**config.mk**
```make
export PLATFORM = sky130hd
export DESIGN_NAME = hazard_forward_ctrl_flat
export DESIGN_NICKNAME = d
export VERILOG_FILES = /design/src/rtl/hazard_forward_ctrl_if.sv /design/src/rtl/hazard_forward_ctrl.sv /design/src/flat_wrapper.sv
export SDC_FILE = /design/constraint.sdc
export NUM_CORES = 1
export LEC_CHECK = 0
export BUFFER_PORTS_ARGS = -buffer_cell sky130_fd_sc_hd__buf_2
export CAP_MARGIN = 10
export CORE_MARGIN = 3
export CORE_UTILIZATION = 46
export DETAILED_ROUTE_END_ITERATION = 10
export PLACE_DENSITY = 0.75
export SETUP_SLACK_MARGIN = 0.1
export SLEW_MARGIN = 5
export SYNTH_ARGS = -nofsm -noshare
export SYNTH_HDL_FRONTEND = slang
export SYNTH_SLANG_ARGS = --single-unit
```
**constraint.sdc**
```tcl
create_clock -name clk -period 1.7 [get_ports clk]
set_input_delay 0.255 -clock clk [delete_from_list [all_inputs] [get_ports clk]]
set_output_delay 0.255 -clock clk [all_outputs]
set_load 0.05 [all_outputs]
```
**src/rtl/hazard_forward_ctrl_if.sv**
```systemverilog
// Bundle between the ID stage and the forwarding/hazard controller.
// master = ID-stage/datapath side, slave = the controller.
interface hazard_forward_ctrl_if #(
  parameter int NUM_SRC = 2,
  parameter int REG_AW  = 5,
  parameter int CNT_W   = 16
);
  logic                       id_valid;
  logic [NUM_SRC*REG_AW-1:0]  id_src_reg;
  logic [NUM_SRC-1:0]         id_src_used;
  logic [REG_AW-1:0]          id_rd;
  logic                       id_reg_write;
  logic                       id_mem_read;
  logic                       flush;
  logic [2*NUM_SRC-1:0]       fwd_sel;
  logic                       stall;
  logic                       bubble;
  logic [CNT_W-1:0]           stall_cnt;

  modport master (
    output id_valid, id_src_reg, id_src_used, id_rd, id_reg_write, id_mem_read, flush,
    input  fwd_sel, stall, bubble, stall_cnt
  );

  modport slave (
    input  id_valid, id_src_reg, id_src_used, id_rd, id_reg_write, id_mem_read, flush,
    output fwd_sel, stall, bubble, stall_cnt
  );
endinterface

```
**src/rtl/hazard_forward_ctrl.sv**
```systemverilog
// Forwarding and load-use hazard controller for the 5-stage pipeline; owns its EX/MEM(/WB) tag pipe.
// Optional feature: define FWD_WB_EN to keep a WB tag and forward from WB (fwd_sel 11).
module hazard_forward_ctrl #(
  parameter int NUM_SRC  = 2,
  parameter int REG_AW   = 5,
  parameter int ZERO_REG = 31,
  parameter int CNT_W    = 16
) (
  input logic                  clk,
  input logic                  reset,
  hazard_forward_ctrl_if.slave bus
);

  localparam logic [REG_AW-1:0] ZERO_IDX = REG_AW'(ZERO_REG);

  typedef struct packed {
    logic              v;
    logic [REG_AW-1:0] rd;
    logic              wr;
    logic              mr;
  } tag_t;

  // Past EX only liveness and index matter, so MEM/WB keep the reduced form.
  typedef struct packed {
    logic              live;
    logic [REG_AW-1:0] rd;
  } fwd_tag_t;

  typedef enum logic {RUN, STALL} state_t;

  state_t               state_q, state_d;
  tag_t                 ex_q, ex_d, id_tag;
  fwd_tag_t             mem_q, mem_d;
`ifdef FWD_WB_EN
  fwd_tag_t             wb_q;
`endif
  logic [CNT_W-1:0]     stall_cnt_q;
  logic [2*NUM_SRC-1:0] fwd_sel;
  logic                 ex_live, lu_match, lu, stall, bubble;

  function automatic logic tag_live(tag_t t);
    return t.v & t.wr & (t.rd != ZERO_IDX);
  endfunction

  assign ex_live = tag_live(ex_q);

  // Per-port bypass selection; the youngest producer is tested first.
  // NOTE: every always_comb output gets a default before any branch, so no latch is inferred.
  always_comb begin
    logic [REG_AW-1:0] src;
    src      = '0;
    fwd_sel  = '0;
    lu_match = 1'b0;
    for (int k = 0; k < NUM_SRC; k++) begin
      src = bus.id_src_reg[k*REG_AW +: REG_AW];
      if (bus.id_src_used[k] && src != ZERO_IDX) begin
        if (ex_live && ex_q.rd == src) begin
          fwd_sel[2*k +: 2] = 2'b10;
          if (ex_q.mr) lu_match = 1'b1;
        end else if (mem_q.live && mem_q.rd == src) begin
          fwd_sel[2*k +: 2] = 2'b01;
`ifdef FWD_WB_EN
        end else if (wb_q.live && wb_q.rd == src) begin
          fwd_sel[2*k +: 2] = 2'b11;
`endif
        end
      end
    end
  end

  // Flush is folded into lu, so a squashed instruction can never stall.
  assign lu = bus.id_valid & ~bus.flush & lu_match;

  // STALL always returns to RUN: the stalled cycle put a bubble into EX, so no second load-use can arise.
  always_comb begin
    state_d = state_q;
    stall   = 1'b0;
    bubble  = 1'b0;
    case (state_q)
      RUN: begin
        if (lu) begin
          stall   = 1'b1;
          bubble  = 1'b1;
          state_d = STALL;
        end
      end
      STALL:   state_d = RUN;
      default: state_d = RUN;
    endcase
  end

  always_comb begin
    id_tag = '{v: bus.id_valid, rd: bus.id_rd, wr: bus.id_reg_write, mr: bus.id_mem_read};
    ex_d   = '0;
    if (bus.id_valid && !bus.flush && !stall) ex_d = id_tag;
    mem_d  = '{live: ex_live, rd: ex_q.rd};
  end

  // NOTE: sequential state uses non-blocking assignments so every register samples pre-edge values.
  // NOTE: the tag pipe is reset in full; a stale valid bit would forward or stall on garbage after reset.
  always_ff @(posedge clk or negedge reset) begin
    if (!reset) begin
      state_q     <= RUN;
      ex_q        <= '0;
      mem_q       <= '0;
`ifdef FWD_WB_EN
      wb_q        <= '0;
`endif
      stall_cnt_q <= '0;
    end else begin
      state_q <= state_d;
      ex_q    <= ex_d;
      mem_q   <= mem_d;
`ifdef FWD_WB_EN
      wb_q    <= mem_q;
`endif
      if (stall && stall_cnt_q != {CNT_W{1'b1}}) stall_cnt_q <= stall_cnt_q + 1'b1;
    end
  end

  assign bus.fwd_sel   = fwd_sel;
  assign bus.stall     = stall;
  assign bus.bubble    = bubble;
  assign bus.stall_cnt = stall_cnt_q;

endmodule

```
**src/flat_wrapper.sv**
```systemverilog
// flat-port wrapper written by rule: the top's interface ports become plain ports
module hazard_forward_ctrl_flat 
#(
  parameter int NUM_SRC  = 2,
  parameter int REG_AW   = 5,
  parameter int ZERO_REG = 31,
  parameter int CNT_W    = 16
)
  (clk, reset, bus_id_valid, bus_id_src_reg, bus_id_src_used, bus_id_rd, bus_id_reg_write, bus_id_mem_read, bus_flush, bus_fwd_sel, bus_stall, bus_bubble, bus_stall_cnt);
  hazard_forward_ctrl_if #(.NUM_SRC(NUM_SRC), .REG_AW(REG_AW), .CNT_W(CNT_W)) bus_i ();
  input logic clk;
  input logic reset;
  input wire logic [$bits(bus_i.id_valid)-1:0] bus_id_valid;
  input wire logic [$bits(bus_i.id_src_reg)-1:0] bus_id_src_reg;
  input wire logic [$bits(bus_i.id_src_used)-1:0] bus_id_src_used;
  input wire logic [$bits(bus_i.id_rd)-1:0] bus_id_rd;
  input wire logic [$bits(bus_i.id_reg_write)-1:0] bus_id_reg_write;
  input wire logic [$bits(bus_i.id_mem_read)-1:0] bus_id_mem_read;
  input wire logic [$bits(bus_i.flush)-1:0] bus_flush;
  output wire logic [$bits(bus_i.fwd_sel)-1:0] bus_fwd_sel;
  output wire logic [$bits(bus_i.stall)-1:0] bus_stall;
  output wire logic [$bits(bus_i.bubble)-1:0] bus_bubble;
  output wire logic [$bits(bus_i.stall_cnt)-1:0] bus_stall_cnt;
  assign bus_i.id_valid = bus_id_valid;
  assign bus_i.id_src_reg = bus_id_src_reg;
  assign bus_i.id_src_used = bus_id_src_used;
  assign bus_i.id_rd = bus_id_rd;
  assign bus_i.id_reg_write = bus_id_reg_write;
  assign bus_i.id_mem_read = bus_id_mem_read;
  assign bus_i.flush = bus_flush;
  assign bus_fwd_sel = bus_i.fwd_sel;
  assign bus_stall = bus_i.stall;
  assign bus_bubble = bus_i.bubble;
  assign bus_stall_cnt = bus_i.stall_cnt;
  hazard_forward_ctrl #(.NUM_SRC(NUM_SRC), .REG_AW(REG_AW), .ZERO_REG(ZERO_REG), .CNT_W(CNT_W)) u_core (.clk(clk), .reset(reset), .bus(bus_i));
endmodule
```
Word-level counts from Yosys, hierarchy flattened
Cells that the tools add are included.
{"block": "totals", "out_inout_bits": 22, "ff_bits": 31, "word_cells": 50, "input_bits": 23}
{"block": "op_classes", "addsub": 1, "n_eq_ne": 8, "reduce_logical": 11, "muxes": 16, "bitwise_logic": 6}
{"operator": "5-bit == test", "count": 4}
{"operator": "16-bit by 1-bit adder with 16-bit output, second input constant", "count": 1}
{"operator": "16-bit != test, second input constant", "count": 1}
{"operator": "5-bit != test, second input constant", "count": 3}
{"operator": "1-bit 2-to-1 mux", "count": 10}
{"operator": "1-bit logical AND", "count": 9}
{"operator": "2-bit 2-to-1 mux", "count": 4}
{"operator": "8-bit 2-to-1 mux", "count": 1}
{"operator": "1-bit AND", "count": 4}
{"operator": "1-bit logical NOT", "count": 2}
{"operator": "1-bit NOT", "count": 2}
{"operator": "1-bit one-hot mux with 2 select lines", "count": 1}

Longest topological paths before layout
Gate-level depths: netlist of run 1.
{"block": "logic_depth", "ltp_word": 14, "depth_mapped": 8, "ltp_nobuf": 7}

Worst setup path after synthesis of run 1
No wires, ideal clock.
{"block": "synth_timing", "path_kind": "register to output", "startpoint": "register u_core.ex_q[5] in the netlist's numbering", "endpoint": "output bus_stall", "t_arrival_ps": 2077, "path_buffers": 2, "path_stages_with_launch": 8, "t_required_ps": 1445, "setup_slack_ps": -632, "path_cell_list": "dfrtp_1 -> xor2_1 -> nor3_2 -> nand3_2 -> o22ai_4 -> buf_4 -> and2_1 -> buf_4"}
{"block": "synth_via", "elab_chain_cells": 11, "word_cells_on_any_way": 14, "classes_between": "eq/ne: 3; mux: 7; bitwise: 2; reduce/logical: 2"}
{"element": "from (decl)", "line_no": "hazard_forward_ctrl.sv:32", "rtl": "tag_t ex_q, ex_d, id_tag;"}
{"element": "from (signal assigned)", "line_no": "hazard_forward_ctrl.sv:104", "rtl": "ex_q <= '0;"}
{"element": "from (signal assigned)", "line_no": "hazard_forward_ctrl.sv:112", "rtl": "ex_q <= ex_d;"}
{"element": "5-bit != test", "line_no": "hazard_forward_ctrl.sv:42", "rtl": "return t.v & t.wr & (t.rd != ZERO_IDX);"}
{"element": "1-bit AND", "line_no": "hazard_forward_ctrl.sv:42"}
{"element": "1-bit logical AND", "line_no": "hazard_forward_ctrl.sv:57", "rtl": "if (ex_live && ex_q.rd == src) begin"}
{"element": "1-bit 2-to-1 mux", "line_no": "hazard_forward_ctrl.sv:57"}
{"element": "1-bit 2-to-1 mux", "line_no": "hazard_forward_ctrl.sv:56", "rtl": "if (bus.id_src_used[k] && src != ZERO_IDX) begin"}
{"element": "1-bit 2-to-1 mux", "line_no": "hazard_forward_ctrl.sv:59", "rtl": "if (ex_q.mr) lu_match = 1'b1;"}
{"element": "1-bit 2-to-1 mux", "line_no": "hazard_forward_ctrl.sv:57"}
{"element": "1-bit 2-to-1 mux (*)", "line_no": "hazard_forward_ctrl.sv:56"}
{"element": "1-bit AND (*)", "line_no": "hazard_forward_ctrl.sv:72", "rtl": "assign lu = bus.id_valid & ~bus.flush & lu_match;"}
{"element": "1-bit 2-to-1 mux (*) (2 in series)"}
{"element": "to (decl)", "line_no": "flat_wrapper.sv:21", "rtl": "output wire logic [$bits(bus_i.stall)-1:0] bus_stall;"}
Every way passes the cells marked *; elsewhere a longest branch is shown, timed or not.

Worst setup path in the final report of run 1
{"block": "layout_timing", "startpoint": "register u_core.ex_q[3] in the netlist's numbering", "endpoint": "output bus_stall"}
{"block": "layout_via", "elab_chain_cells": 11, "word_cells_on_any_way": 14, "classes_between": "eq/ne: 3; mux: 7; bitwise: 2; reduce/logical: 2"}
{"element": "5-bit != test", "line_no": "hazard_forward_ctrl.sv:42"}
{"element": "1-bit AND", "line_no": "hazard_forward_ctrl.sv:42"}
{"element": "1-bit logical AND", "line_no": "hazard_forward_ctrl.sv:57"}
{"element": "1-bit 2-to-1 mux", "line_no": "hazard_forward_ctrl.sv:57"}
{"element": "1-bit 2-to-1 mux", "line_no": "hazard_forward_ctrl.sv:56"}
{"element": "1-bit 2-to-1 mux", "line_no": "hazard_forward_ctrl.sv:59"}
{"element": "1-bit 2-to-1 mux", "line_no": "hazard_forward_ctrl.sv:57"}
{"element": "1-bit 2-to-1 mux (*)", "line_no": "hazard_forward_ctrl.sv:56"}
{"element": "1-bit AND (*)", "line_no": "hazard_forward_ctrl.sv:72"}
{"element": "1-bit 2-to-1 mux (*)", "line_no": "hazard_forward_ctrl.sv:81", "rtl": "if (lu) begin"}
{"element": "1-bit 2-to-1 mux (*)", "line_no": "hazard_forward_ctrl.sv:79", "rtl": "case (state_q)"}
Marks and branches as above.

==> results of run 1 <==
## cell usage after synthesis (2+ instances only)
cell type,number,area share
nor4_1,2,0.0079
and2_1,9,0.036
xor2_1,14,0.078
xnor2_1,20,0.11
and3_1,6,0.024
nor3_1,5,0.016
buf_4,3,0.014
nand2b_1,2,0.0079
nand2_1,6,0.014
nand3_1,15,0.048
nor2_1,6,0.014
dfrtp_1,31,0.49
nand4_1,8,0.032
mux2_1,2,0.014
## stage by stage
step / hold WS [ps] / utilization / TNS (ps) / power (mW) / setup slack, ps
final: 124 / 0.725 / -8140 / 1.41 / -397
after floorplan: -40.6 / - / -1180 / 0.835 / -246
after detailed placement: 332 / 0.655 / -1500 / 0.917 / -119
after global placement: 319 / 0.655 / -418 / 0.911 / -79.6
after global routing: 107 / 0.725 / -12380 / 1.48 / -488
after CTS: 112 / 0.713 / -6470 / 1.42 / -416
## layout by cell type, fill, tap and decap left out, drive strengths merged, types with 6 or more instances in the layout
cell type	netlist	layout
nor2	6	6
nand2	6	6
clkbuf	0	8
and2	10	10
xnor2	20	20
nand4	8	8
dfrtp	31	31
and3	6	6
buf	3	73
nor3	6	6
xor2	14	14
nand3	16	16
## kinds of logic after synthesis
| family | Yosys count | share of synthesized area |
|---|---|---|
| simple gates | 65 | 0.242 |
| mux | 2 | 0.0143 |
| flops | 31 | 0.492 |
| compound gates | 5 | 0.0381 |
| buf+inv | 4 | 0.0167 |
| fa+ha+maj | 1 | 0.00794 |
| xor+xnor | 34 | 0.189 |
## sequential cells by signal, summed over array words and instances, names as in the netlist
signal                flops
u_core.bus.stall_cnt     16
u_core.mem_q              6
u_core.state_q            1
u_core.ex_q               8
## per-layer routing
| layer | vias to the layer above | track usage |
|---|---|---|
| li1 | 651 | - |
| met1 | 632 | 0.241 |
| met2 | 49 | 0.325 |
| met3 | 6 | 0.0537 |
| met4 | 0 | 0.0607 |
| met5 | - | 0 |
## power by group
part | switching, mW | leakage, nW | total, mW | internal (mW)
logic | 0.0780 | 0.662 | 0.154 | 0.0762
clock network | 0.248 | 0.0386 | 0.491 | 0.243
registers | 0.0112 | 0.409 | 0.760 | 0.749
total | 0.337 | 1.11 | 1.41 | 1.07
## repair_timing
| item | 4_1_cts | 5_1_grt |
|---|---|---|
| gates resized for setup | 20 | 6 |
| setup buffers | 5 | 1 |
| hold endpoints to repair | 31 | 0 |
| setup endpoints to repair | 30 | 31 |
| hold buffers | 1 | 0 |
| pin swaps | 7 | 7 |
## critical path, cell delays in order, from the launching register on
cell,delay [ps]
dfrtp_1,430
nand3_1,160
o211ai_4,110
nor4b_4,320
buf_4,170
and2_4,160
buf_8,150
## path summary, 6_finish.rpt
path                                               start                             endpoint  slack, ps
worst min-delay path                        bus_id_rd[3]             u_core.ex_q[5]$_DFF_PN0_        120
max in group asynchronous                          reset  u_core.bus.stall_cnt[9]$_DFFE_PN0P_        740
worst max-delay path            u_core.ex_q[3]$_DFF_PN0_                            bus_stall       -400
min in group asynchronous                          reset  u_core.bus.stall_cnt[3]$_DFFE_PN0P_        490
worst max register to register  u_core.ex_q[6]$_DFF_PN0_             u_core.ex_q[2]$_DFF_PN0_       -340
worst min register to register  u_core.ex_q[5]$_DFF_PN0_            u_core.mem_q[3]$_DFF_PN0_        460
## final cells by class
class / instances / share of cell area
multi-input combinational: 107 / 0.378
sequential: 31 / 0.345
timing repair buffer: 74 / 0.221
clock buffer: 8 / 0.0301
tap: 44 / 0.0241
inverter: 1 / 0.00164
==> flow_metrics.env, run 1 <==
export IMPL_grt_util_all_layers=0.193
export IMPL_cts_tree="done"
export IMPL_io_pins=45
export IMPL_place_congestion=0.775
export IMPL_clock_path_buffers=2
export IMPL_crit_path_end_kind="primary output"
export IMPL_rr_worst_depth=11
export IMPL_netlist_instances=142
export IMPL_avgRoutedWirePerCell_um=13.8
export IMPL_grt_ovfl_total=0
export IMPL_p_leak_nw=1.11
export IMPL_drv_slew=0
export IMPL_syn_area_um2=1580
export IMPL_initial_core_util=0.500
export IMPL_dp_cells=250
export IMPL_final_setup_worst_slack_ps=-397
export IMPL_clock_skew_ps=3.05
export IMPL_drv_cap=0
export IMPL_synth_main_ff_cell="dfrtp_1"
export IMPL_die_w_um=64.5
export IMPL_avgSynthCellArea_um2=11.1
export IMPL_ir_drop_mv=0.547
export IMPL_power_per_cell_area_nw_per_um2=615
export IMPL_dr_pass1_iters=4
export IMPL_min_path_cells=2
export IMPL_wl_met3_um=226
export IMPL_clock_root_buffer="clkbuf_4"
export IMPL_grt_pass1_wl_mm=6.19
export IMPL_first_global_vias=1376
export IMPL_ant_nets=0
export IMPL_stdcell_count=265
export IMPL_htreeDepth=2
export IMPL_rows=20
export IMPL_n_fill_cell=239
export IMPL_setup_viol=30
export IMPL_ys_async_sr_fraction=1.00
export IMPL_hold_class="primary input to flip-flop"
export IMPL_topRoutingLayerUsed="met4"
export IMPL_io_buffers=44
export IMPL_maxSlewHeadroom=0.551
export IMPL_coreArea_um2=3150
export IMPL_cts_buffers=5
export IMPL_clkLatencyLatePin_ps=330
export IMPL_fmax_mhz=477
export IMPL_crit_required_ps=1440
export IMPL_yosys_cell_types_count=27
export IMPL_stdcell_area_um2=2280
export IMPL_ys_ff_latch=31
export IMPL_diodes=0
export IMPL_ff_latch_area_um2=788
export IMPL_multi_input_area_um2=865
export IMPL_antenna_found_initial=0
export IMPL_synth_nets=166
export IMPL_cts_sinks=31
export IMPL_layout_drive_gt1_share=0.489
export IMPL_period_minus_slack_ps=2100
export IMPL_crit_type="flip-flop to primary output"
export IMPL_hold_viol=0
export IMPL_arrival_ps=1840
export IMPL_rsz0062_at_grt="yes"
export IMPL_fin_crit_sh=1.23
export IMPL_synth_edf_count=0
export IMPL_die_area_um2=4170
export IMPL_worst_slew_pin_slew_ps=674
export IMPL_met2_length_mm=1.82
export IMPL_areaGrowthSynthToFinish_pct=44.9
export IMPL_ys_seq_area_frac=0.492
export IMPL_nets=244
export IMPL_place_hpwl_mm=2.68
export IMPL_placed_area_um2=2060
export IMPL_startpoint_type="flip-flop"
export IMPL_wl_met1_mm=1.55
export IMPL_cp_max_fo=4
export IMPL_drc_errors=0
export IMPL_grt_max_degree=32
export IMPL_violations="negative setup slack"
export IMPL_drt_iter0_drc=45
export IMPL_synth_warnings=0
export IMPL_path_clk_slew_ps=90
export IMPL_vias_per_cell=5.05
export IMPL_die_h_um=64.5
export IMPL_vias=1338
export IMPL_drt_total_wl_mm=3.65
export IMPL_status="complete, but fails checks"
(Power assumes the default switching activity.)
==> run 2, diff against run 1 <==
SETUP_SLACK_MARGIN = unset   (was 0.1)
==> flow_metrics.env, run 2 (synthesized netlist as in run 1, its figures left out) <==
export IMPL_status="complete, but fails checks"
export IMPL_violations="negative setup slack"
export IMPL_place_hpwl_mm=2.71
export IMPL_dp_cells=248
export IMPL_clkLatencyLatePin_ps=330
export IMPL_final_setup_worst_slack_ps=-388
export IMPL_placed_area_um2=2050
export IMPL_clock_path_buffers=2
export IMPL_nets=245
export IMPL_io_pins=45
export IMPL_pwr_share_comb=0.115
export IMPL_rows=20
export IMPL_busiest_layer="met2"
export IMPL_avgRoutedWirePerCell_um=14.8
export IMPL_min_path_cells=2
export IMPL_p_sw_frac=0.242
export IMPL_final_common_cell="buf_2"
export IMPL_final_cell_mix="38 x buf_2, 20 x buf_4, 20 x dfrtp_1"
export IMPL_drc_errors=0
export IMPL_grt_util_all_layers=0.198
export IMPL_fmax_mhz=479
export IMPL_drv_slew=0
export IMPL_crit_type="flip-flop to primary output"
export IMPL_first_global_vias=1371
export IMPL_rr_worst_depth=9
export IMPL_fin_crit_sh=1.23
export IMPL_clock_root_buffer="clkbuf_4"
export IMPL_drt_iter0_drc=77
export IMPL_cts_tree="done"
export IMPL_diodes=0
export IMPL_seqPwrFrac=0.538
export IMPL_hold_viol=0
export IMPL_hold_class="primary input to flip-flop"
export IMPL_vias=1334
export IMPL_setup_viol=30
export IMPL_io_buffers=44
export IMPL_place_congestion=0.778
export IMPL_areaGrowthSynthToFinish_pct=49.4
export IMPL_coreArea_um2=3150
export IMPL_stdcell_area_um2=2360
export IMPL_period_minus_slack_ps=2090
export IMPL_drv_cap=0
export IMPL_rsz0062_at_grt="yes"
export IMPL_vias_per_cell=5.02
export IMPL_stdcell_count=266
export IMPL_die_w_um=64.5
export IMPL_cts_sinks=31
export IMPL_setup_tns_ps=-6340
export IMPL_cts_buffers=5
export IMPL_dr_pass1_iters=4
export IMPL_r2r_slack_ps=-240
export IMPL_gr_usage_met1=0.248
export IMPL_die_h_um=64.5
export IMPL_grt_max_degree=32
export IMPL_path_clk_slew_ps=90
export IMPL_crit_required_ps=1440
export IMPL_clock_skew_ps=6.38
export IMPL_whs_ps=136
export IMPL_p_total_mw=1.42
export IMPL_cp_max_fo=4
export IMPL_worst_slew_pin_slew_ps=691
export IMPL_p_switching_uw=343
export IMPL_startpoint_type="flip-flop"
export IMPL_antenna_found_initial=0
export IMPL_clock_power_share=0.347
export IMPL_maxSlewHeadroom=0.540
export IMPL_ir_drop_mv=0.571
export IMPL_arrival_ps=1830
export IMPL_htreeDepth=2
export IMPL_initial_core_util=0.500
export IMPL_crit_path_end_kind="primary output"
export IMPL_intPower_mw=1.07
export IMPL_power_per_cell_area_nw_per_um2=601
export IMPL_use_met2=0.326
export IMPL_grt_pass1_wl_mm=6.22
export IMPL_p_leak_nw=1.15
export IMPL_layout_drive_gt1_share=0.527
export IMPL_drt_total_wl_mm=3.93
export IMPL_grt_use_met3=0.0555
export IMPL_ant_nets=0
export IMPL_largest_reg_flops=16
export IMPL_grt_ovfl_total=0
export IMPL_die_area_um2=4170
## run 2: per-stage QoR
step,setup slack (ps),utilization
6_report,-388,0.747
5_1_grt,-491,0.747
4_1_cts,-393,0.711
3_5_place_dp,-166,0.650
3_3_place_gp,-71.7,0.650
2_1_floorplan,-246,-
## run 2: power by group through the flow
| stage | Sequential, mW | Combinational (mW) | Clock [mW] |
|---|---|---|---|
| after floorplan | 0.774 | 0.0606 | 0 |
| after global placement | 0.775 | 0.133 | 0 |
| final | 0.762 | 0.163 | 0.492 |
| after global routing | 0.763 | 0.178 | 0.541 |
| after detailed placement | 0.777 | 0.137 | 0 |
| after CTS | 0.761 | 0.150 | 0.503 |
## run 2: layer usage
metal / share of wire / vias to the layer above / wire, um
met5: 0 / - / 0
met4: 0.015 / 0 / 60
met3: 0.070 / 6 / 276
met2: 0.51 / 50 / 1990
met1: 0.41 / 630 / 1600
li1: - / 648 / -
## run 2: worst max-delay path: stages (launching register included)
cell,delay [ps]
dfrtp_2,450
nand3_1,150
o211ai_4,110
nor4b_4,300
buf_4,180
and2_4,170
buf_8,140
## run 2: final cells by class
| cell class | instances | area, um2 |
|---|---|---|
| Multi-Input combinational cell | 107 | 897 |
| Fill cell | 225 | 797 |
| Sequential cell | 31 | 790 |
| Timing Repair Buffer | 75 | 542 |
| Clock buffer | 8 | 68.8 |
| Tap cell | 44 | 55.1 |
| Inverter | 1 | 3.75 |
## run 2: repair_timing
action	CTS	global route
buffers inserted	6	4
hold buffers	1	0
setup endpoints to repair	26	30
pin swaps	10	12
resized for setup	20	23
endpoints found under the hold margin	31	0
## run 2: worst paths after layout
path / startpoint / to
max in group asynchronous: reset / u_core.ex_q[4]$_DFF_PN0_
hold / removal: bus_id_rd[3] / u_core.ex_q[5]$_DFF_PN0_
min in group asynchronous: reset / u_core.bus.stall_cnt[3]$_DFFE_PN0P_
setup / recovery: u_core.ex_q[4]$_DFF_PN0_ / bus_stall
hold reg to reg: u_core.ex_q[4]$_DFF_PN0_ / u_core.mem_q[2]$_DFF_PN0_
setup reg to reg: u_core.ex_q[3]$_DFF_PN0_ / u_core.bus.stall_cnt[1]$_DFFE_PN0P_
